$ cat src/rtl/barrier_scheduler.sv
// rtl/barrier_scheduler.sv - lane sequencer, lives/score keeper and game-over flag for the barrier generator
//
// Picks a lane for each barrier from an 8-bit Galois LFSR, drives the generator's 2-bit active code,
// turns penguin-hit edges and barrier-done levels into lives/score updates, and raises game over when
// the last life is gone. All timing is in frames, counted on i_frame_tick while i_game_run is high.
//
// Optional feature macro: CFG_SPEEDUP_EN -- when defined, the gap between barriers shrinks by 4 frames
// after every 8th scored barrier, down to MIN_GAP_FRAMES. When undefined the gap stays at GAP_FRAMES.
//
// Ports:
//   i_clk          in   1   pixel clock
//   i_rst_n        in   1   asynchronous active-low reset
//   i_frame_tick   in   1   one-cycle pulse per frame
//   i_start        in   1   start pulse, honoured in IDLE or OVER while running
//   i_game_run     in   1   1 = run, 0 = pause (everything except the hit edge sampler freezes)
//   i_penguin_hit  in   1   collision level from the generator; its rising edge is a hit
//   i_barrier_done in   1   active barrier has scrolled off screen
//   o_active       out  2   00 none, 01 left, 10 mid, 11 right
//   o_lives        out  2   remaining lives
//   o_score        out  16  barriers cleared, saturating
//   o_game_over    out  1   high while in OVER

module barrier_scheduler #(
    parameter int unsigned LIVES_INIT     = 3,
    parameter int unsigned GAP_FRAMES     = 60,
    parameter int unsigned MIN_GAP_FRAMES = 20,
    parameter int unsigned CLEAR_FRAMES   = 2,
    parameter int unsigned ACTIVE_TIMEOUT = 255,
    parameter logic [7:0]  LFSR_SEED      = 8'hA5
) (
    input  logic        i_clk,
    input  logic        i_rst_n,
    input  logic        i_frame_tick,
    input  logic        i_start,
    input  logic        i_game_run,
    input  logic        i_penguin_hit,
    input  logic        i_barrier_done,
    output logic [1:0]  o_active,
    output logic [1:0]  o_lives,
    output logic [15:0] o_score,
    output logic        o_game_over
);

    localparam logic [7:0] GAP_INIT     = 8'(GAP_FRAMES);
    localparam logic [7:0] CLEAR_LOAD   = 8'(CLEAR_FRAMES);
    localparam logic [7:0] TIMEOUT_LOAD = 8'(ACTIVE_TIMEOUT);
    localparam logic [1:0] LIVES_LOAD   = 2'(LIVES_INIT);
    // Galois feedback mask for x^8+x^6+x^5+x^4+1 in the right-shifting form.
    localparam logic [7:0] LFSR_TAPS    = 8'hB8;

    typedef enum logic [2:0] {
        S_IDLE,
        S_GAP,
        S_ACTIVE,
        S_CLEAR,
        S_OVER
    } state_t;

    state_t      state, state_n;
    logic [7:0]  cnt, cnt_n;
    logic [7:0]  lfsr, lfsr_n;
    logic [7:0]  lfsr_adv;
    logic [7:0]  gap, gap_n;
    logic [1:0]  lives, lives_n;
    logic [15:0] score, score_n;
    logic [15:0] score_inc;
    logic [1:0]  active, active_n;
    logic        hit_q;
    logic        hit_edge;
    logic        cnt_expiring;

    function automatic logic [7:0] lfsr_step(input logic [7:0] v);
        lfsr_step = v[0] ? ((v >> 1) ^ LFSR_TAPS) : (v >> 1);
    endfunction

    // Lane code 00 means "no barrier", so a zero draw is sent to the middle lane.
    function automatic logic [1:0] pick_lane(input logic [1:0] raw);
        pick_lane = (raw == 2'b00) ? 2'b10 : raw;
    endfunction

`ifdef CFG_SPEEDUP_EN
    localparam logic [7:0] GAP_FLOOR = 8'(MIN_GAP_FRAMES);

    function automatic logic [7:0] shrink_gap(input logic [7:0] g);
        shrink_gap = ({1'b0, g} >= ({1'b0, GAP_FLOOR} + 9'd4)) ? (g - 8'd4) : GAP_FLOOR;
    endfunction
`else
    logic [7:0] unused_min_gap;
    assign unused_min_gap = 8'(MIN_GAP_FRAMES);
`endif

    // The hit sampler runs even while paused so an edge seen during pause is not replayed later.
    assign hit_edge     = i_penguin_hit & ~hit_q;
    // The counter holds the frames still to go; the tick that takes it to zero is the transition tick.
    assign cnt_expiring = (cnt <= 8'd1);
    assign score_inc    = score + 16'd1;

    always_comb begin
        state_n  = state;
        cnt_n    = cnt;
        lfsr_n   = lfsr;
        gap_n    = gap;
        lives_n  = lives;
        score_n  = score;
        active_n = active;
        lfsr_adv = lfsr_step(lfsr);

        if (i_game_run) begin
            case (state)
                S_IDLE, S_OVER: begin
                    if (i_start) begin
                        state_n  = S_GAP;
                        lives_n  = LIVES_LOAD;
                        score_n  = 16'd0;
                        gap_n    = GAP_INIT;
                        cnt_n    = GAP_INIT;
                        active_n = 2'b00;
                    end
                end

                S_GAP: begin
                    if (i_frame_tick) begin
                        lfsr_n = lfsr_adv;
                        if (cnt_expiring) begin
                            // Lane is drawn from the value the LFSR steps to on the expiring tick.
                            state_n  = S_ACTIVE;
                            cnt_n    = TIMEOUT_LOAD;
                            active_n = pick_lane(lfsr_adv[1:0]);
                        end else begin
                            cnt_n = cnt - 8'd1;
                        end
                    end
                end

                S_ACTIVE: begin
                    if (hit_edge) begin
                        // A hit outranks a simultaneous done: the barrier was not cleared.
                        if (lives != 2'd0) begin
                            lives_n = lives - 2'd1;
                        end
                        state_n  = S_CLEAR;
                        cnt_n    = CLEAR_LOAD;
                        active_n = 2'b00;
                    end else if (i_barrier_done) begin
                        if (score != 16'hFFFF) begin
                            score_n = score_inc;
`ifdef CFG_SPEEDUP_EN
                            if (score_inc[2:0] == 3'd0) begin
                                gap_n = shrink_gap(gap);
                            end
`endif
                        end
                        state_n  = S_CLEAR;
                        cnt_n    = CLEAR_LOAD;
                        active_n = 2'b00;
                    end else if (i_frame_tick) begin
                        if (cnt_expiring) begin
                            state_n  = S_CLEAR;
                            cnt_n    = CLEAR_LOAD;
                            active_n = 2'b00;
                        end else begin
                            cnt_n = cnt - 8'd1;
                        end
                    end
                end

                S_CLEAR: begin
                    // Holding 00 here lets the generator drop its hit latch before the next barrier.
                    if (i_frame_tick) begin
                        if (cnt_expiring) begin
                            if (lives == 2'd0) begin
                                state_n = S_OVER;
                                cnt_n   = 8'd0;
                            end else begin
                                state_n = S_GAP;
                                cnt_n   = gap;
                            end
                        end else begin
                            cnt_n = cnt - 8'd1;
                        end
                    end
                end

                default: begin
                    state_n  = S_IDLE;
                    cnt_n    = 8'd0;
                    active_n = 2'b00;
                end
            endcase
        end
    end

    always_ff @(posedge i_clk or negedge i_rst_n) begin
        if (!i_rst_n) begin
            state  <= S_IDLE;
            cnt    <= 8'd0;
            lfsr   <= LFSR_SEED;
            gap    <= GAP_INIT;
            lives  <= 2'd0;
            score  <= 16'd0;
            active <= 2'b00;
            hit_q  <= 1'b0;
        end else begin
            state  <= state_n;
            cnt    <= cnt_n;
            lfsr   <= lfsr_n;
            gap    <= gap_n;
            lives  <= lives_n;
            score  <= score_n;
            active <= active_n;
            hit_q  <= i_penguin_hit;
        end
    end

    assign o_active    = active;
    assign o_lives     = lives;
    assign o_score     = score;
    assign o_game_over = (state == S_OVER);

endmodule
$ cat config.mk
export PLATFORM = sky130hd
export DESIGN_NAME = barrier_scheduler
export DESIGN_NICKNAME = d
export VERILOG_FILES = /design/src/rtl/barrier_scheduler.sv
export SDC_FILE = /design/constraint.sdc
export NUM_CORES = 1
export LEC_CHECK = 0
export ABC_AREA = 1
export BUFFER_PORTS_ARGS = -buffer_cell sky130_fd_sc_hd__buf_2
export CAP_MARGIN = 40
export CORE_AREA = 2 2 72 74
export DETAILED_ROUTE_END_ITERATION = 10
export DIE_AREA = 0 0 74 76
export GPL_ROUTABILITY_DRIVEN = 0
export GPL_TIMING_DRIVEN = 0
export PLACE_DENSITY = 0.75
export SYNTH_ARGS = -nofsm -noshare
export SYNTH_HDL_FRONTEND = slang
export SYNTH_SLANG_ARGS = --single-unit
$ cat constraint.sdc
create_clock -name i_clk -period 1.65 [get_ports i_clk]
set_clock_uncertainty 0.2 [all_clocks]
set_input_delay 0.0825 -clock i_clk [delete_from_list [all_inputs] [get_ports i_clk]]
set_output_delay 0.0825 -clock i_clk [all_outputs]
set_load 0.02 [all_outputs]
# --- Word level (Yosys, flattened, before mapping) ---
# Index checks and enable logic that the tools add are counted.
totals:
  reg_bits: 40
  input_bits: 7
  output_inout_bits: 21
  elab_cells: 85
classes:
  addsub: 3
  order_cmp: 1
  n_eq_ne: 17
  n_mux: 41
  bitwise: 4
  reduce_logical: 12
ops:
  columns: ["op", "n"]
  rows:
  - ["$mux W8", 10]
  - ["$mux W16", 4]
  - ["$pmux W16 S2", 1]
  - ["$pmux W8 S4", 1]
  - ["$mux W3", 10]
  - ["$mux W2", 11]
  - ["$ne A2 B2 Y1 const B", 10]
  - ["$add A16 B1 Y16 const B", 1]
  - ["$ne A16 B16 Y1 const B", 1]
  - ["$pmux W3 S4", 1]
  - ["$reduce_and A5 Y1", 2]
  - ["$le A8 B1 Y1 const B", 1]
  - ["$ne A4 B4 Y1 const B", 2]
  - ["$pmux W2 S4", 1]
  - ["$reduce_and A8 Y1", 1]
  - ["$sub A8 B1 Y8 const B", 1]
  - ["$reduce_and A7 Y1", 1]
  - ["$eq A3 B2 Y1 const B", 2]
  - ["$mux W6", 1]
  - ["$reduce_and A6 Y1", 1]
  - ["$logic_not A2 Y1", 2]
  - ["$not A3 Y4", 1]
  - ["$pmux W2 S2", 1]
  - ["$reduce_bool A2 Y1", 2]
  - ["8 further kinds", 9]

# --- Longest topological paths before layout ---
logic_depth:
  depth_word: 7
  mapped_depth: 12
  ltp_nobuf: 11

# --- Least setup slack after synthesis ---
# Ideal clock, no wire load.
synth_path:
  path_type: "flip-flop to flip-flop"
  start: "register score[0] (netlist: o_score[0])"
  end: "register score[10] (netlist: o_score[10])"
  setup_ns: 0.117
  arrival_time_ns: 1.531
  required_time_ns: 1.333
  path_slack_ns: -0.199
  path_stages_with_launch: 10
  n_path_buf: 1
  synth_period_minus_slack_ns: 1.849
  path_cell_list: "dfrtp_1 -> ha_1 -> nand3_1 -> inv_1 -> nand4_1 -> nand3_4 -> nand2_4 -> buf_6 -> nand2_1 -> nand2_1"
synth_via:
  elab_chain_len: 5
  word_cells_on_any_way: 8
  classes_between: "1 x add/sub; 2 x eq/ne; 4 x mux; 1 x reduce/logical"
synth_rtl:
  columns: ["element", "line_no", "rtl"]
  rows:
  - ["from (decl)", "65", "logic [15:0] score, score_n;"]
  - ["from (signal assigned)", "209", "score <= score_n;"]
  - ["$add A16 B1 Y16", "96", "assign score_inc = score + 16'd1;"]
  - ["$mux W16", "145", "if (score != 16'hFFFF) begin"]
  - ["$mux W16", "144", "end else if (i_barrier_done) begin"]
  - ["$mux W16", "136", "if (hit_edge) begin"]
  - ["$pmux W16 S2", "109", "case (state)"]
# Several ways; a longest one is shown, not always the timed one. The select of a mux whose other input is x is not followed.
# A chain may end at the register's enable or synchronous reset.

# --- Worst setup path after layout ---
layout_path:
  start: "register score[2] (netlist: o_score[2])"
  end: "register score[10] (netlist: o_score[10])"
# Same word-level chain as after synthesis.

==> out/metrics.yaml <==
final_common_cell: "nand2_1"
seqPwrFrac_pct: 25.7
stdcell_area_um2: 3790
min_period_over_period_pct: 117
power_density_nw_per_um2: 1580
rsz0062_at_grt: "true"
grt_pass1_wl_um: 11600
violations: "setup timing"
grt_pass1_vias: 2383
outcome: "finished, violations left"
area.growth.synth_to_final_pct: 50.9
total_leakage_power_nw: 1.84
power.share.switching_pct: 47.0
drt_first_pass_iters: 5
cts_buffer_depth: 2
row_count: 26
p_comb_share_pct: 62.6
post_dp_cell_area_um2: 2810
path_common_cell: "nand2_1"
crit_family: "simple AND/OR/NAND/NOR gates"
num_antenna_cells: 0
tightest_slew_ns: 0.399
syn_avg_cell_area_um2: 7.01
drc: 0
grt_max_degree: 26
final_cell_mix: "nand2_1, buf_4, nor2_1"
die_w_um: 74
wl_per_cell_um: 17.0
cts_buffers: 5
syn_nets: 369
netlist_instances: 358
grt-ovfl-total: 0
slowest_delay_ns: 0.56
rr_startpoint: "o_score[2]$_DFFE_PN0P_"
drv_slew: 0
maxCapViolCount: 0
synth_area_um2: 2510
synth_sequential_area_ratio_pct: 40.1
post-place-ws_ns: -0.261
final_nets: 458
finalNonFillerCells: 518
wl_um: 8780
start_util_pct: 51.1
grt.total_usage_pct: 26.0
die_h_um: 76
timing.fmax_ghz: 0.519
fill_cells: 319
power.share.clock_pct: 11.7
ff2ff_path_depth: 8
cts_tree: "built"
first_iter_violations: 247
r2r-end: "o_score[10]$_DFFE_PN0P_"
cts_sinks: 40
vias_per_cell: 5.64
dieArea_um2: 5620
setup_viol: 32
cts-root-buf: "clkbuf_8"
cp_cell_sequence: "inv_1 > nor3_1 > nand3_1 > nand2_1 > nand2_1 > nor2_1 > nand2_1 > nand2_2"
worst_slack_ns: -0.278
antenna_found_initial: 0
required_ns: 1.70
max_slew_margin_pct: 73.4
layout_min_cycle_time_ns: 1.93
drive_gt1_share_pct: 42.9
hp-class: "input pin to async pin"
htree_levels: 2
critPathBufInv: 1
clkTransAtPathRegs_ns: 0.09
switchingPower_w: 0.00282
io_buffers: 27
worstSetupEndpointType: "flop"
p_int_w: 0.00318
post_synth_num_cell_types: 30
core_um2: 4910
rrSetupSlack_ns: -0.28
placed_cells: 456
critPathMaxFanout: 5
total_power_w: 0.00600
synth_warnings: 0
crit_slowest_cell: "dfrtp_1"
antenna_left: 0
hpwl_um: 4120
arrival_ns: 1.97
clk_latency_ns: 0.32
vias: 2924
ios: 28
critPathKind: "flop to flop"
vdd_drop_max_mv: 1.03
finalHoldViolCount: 0
ys_ff_latch: 40
critPathLaunchType: "flop"
## routing by layer
layer,vias to the layer above,global-route usage [%],wire length (µm)
met3,41,4.63,565
met5,-,0,0
met2,166,40.8,4410
li1,1326,-,-
met4,0,9.82,447
met1,1391,35.6,3360
## state kept, by name, summed over array words and instances (netlist names)
signal    count
o_score      16
o_lives       2
o_active      2
state         3
hit_q         1
lfsr          8
cnt           8
## worst max path at each step
| stage | start | end | slack (ns) | depth (start not counted) |
|---|---|---|---|---|
| after floorplan | cnt[0]$_DFFE_PN0P_ | o_active[0]$_DFFE_PN0P_ | -0.04 | 12 |
| after global placement | state[0]$_DFFE_PN0P_ | o_score[10]$_DFFE_PN0P_ | -0.23 | 7 |
| after detailed placement | state[0]$_DFFE_PN0P_ | o_score[10]$_DFFE_PN0P_ | -0.26 | 7 |
| after CTS | cnt[0]$_DFFE_PN0P_ | o_active[0]$_DFFE_PN0P_ | -0.19 | 12 |
| after global routing | o_score[2]$_DFFE_PN0P_ | o_score[10]$_DFFE_PN0P_ | -0.36 | 8 |
| final | o_score[2]$_DFFE_PN0P_ | o_score[10]$_DFFE_PN0P_ | -0.28 | 8 |
## worst register-to-register path, cell delays in order, from the launching register on
cell     delay, ns
dfrtp_1       0.56
inv_1         0.13
nor3_1        0.38
nand3_1       0.15
nand2_1       0.10
nand2_1       0.05
nor2_1        0.11
nand2_1       0.10
nand2_2       0.08
## metrics by stage
| step | hold WS, ns | utilization [%] | setup TNS [ns] |
|---|---|---|---|
| 6_report | 0.0186 | 77.1 | -4.85 |
| 5_1_grt | 0.0666 | 77.1 | -6.85 |
| 4_1_cts | 0.0371 | 68.5 | -2.86 |
| 3_5_place_dp | -0.179 | 57.2 | -6.30 |
| 3_3_place_gp | 0.0277 | 56.8 | -5.28 |
| 2_1_floorplan | -0.413 | - | -0.191 |
## area by class of cell
class	instances	area [µm²]	share of cell area, %
well taps	70	87.6	2.31
clock buffers	5	68.8	1.82
clock inverters	3	23.8	0.628
flip-flops and latches	40	1020	27.0
repair buffers	82	647	17.1
inverters	38	148	3.90
plain buffers	7	72.6	1.92
multi-input cells	273	1720	45.4
## cell usage after synthesis (all sizes together)
library cell	count	area (µm²)
nand4	9	56.3
nor3	4	25.0
dfrtp	36	901
dfstp	4	105
nand3	40	230
and2	1	6.26
nand3b	1	7.51
clkbuf	1	3.75
o21bai	2	15.0
nor2	48	185
buf	6	43.8
a21oi	5	36.3
nand2	122	468
xor2	9	78.8
inv	38	143
xnor2	4	35.0
ha	4	50.1
o21ai	24	120
## cells by family after synthesis
kind of cell | Yosys count | share of synthesized area, %
xor gates and xnor gates | 13 | 4.54
buffers and inverters | 45 | 7.58
DFF | 40 | 40.1
AOI/OAI and AO/OA | 31 | 6.83
adders and majority gates | 4 | 1.99
and+or+nand+nor | 225 | 39.0
## what timing repair did
item                                    in CTS  in global routing
gates cloned                                 2                  1
buffers inserted                            26                 24
endpoints found under the setup margin      37                 39
resized for setup                           50                 80
pin swaps                                   24                 31
hold buffers                                 4                  0
hold endpoints to repair                    43                  0
## power by group through the flow
stage | clock (W) | sequential [W] | combinational, W
finish | 0.000705 | 0.00154 | 0.00375
global route | 0.000759 | 0.00157 | 0.00401
CTS | 0.000698 | 0.00150 | 0.00284
detailed placement | 0 | 0.00152 | 0.00207
global placement | 0 | 0.00152 | 0.00203
floorplan | 0 | 0.00156 | 0.00154
No activity file was read; power rests on OpenSTA's default activity.
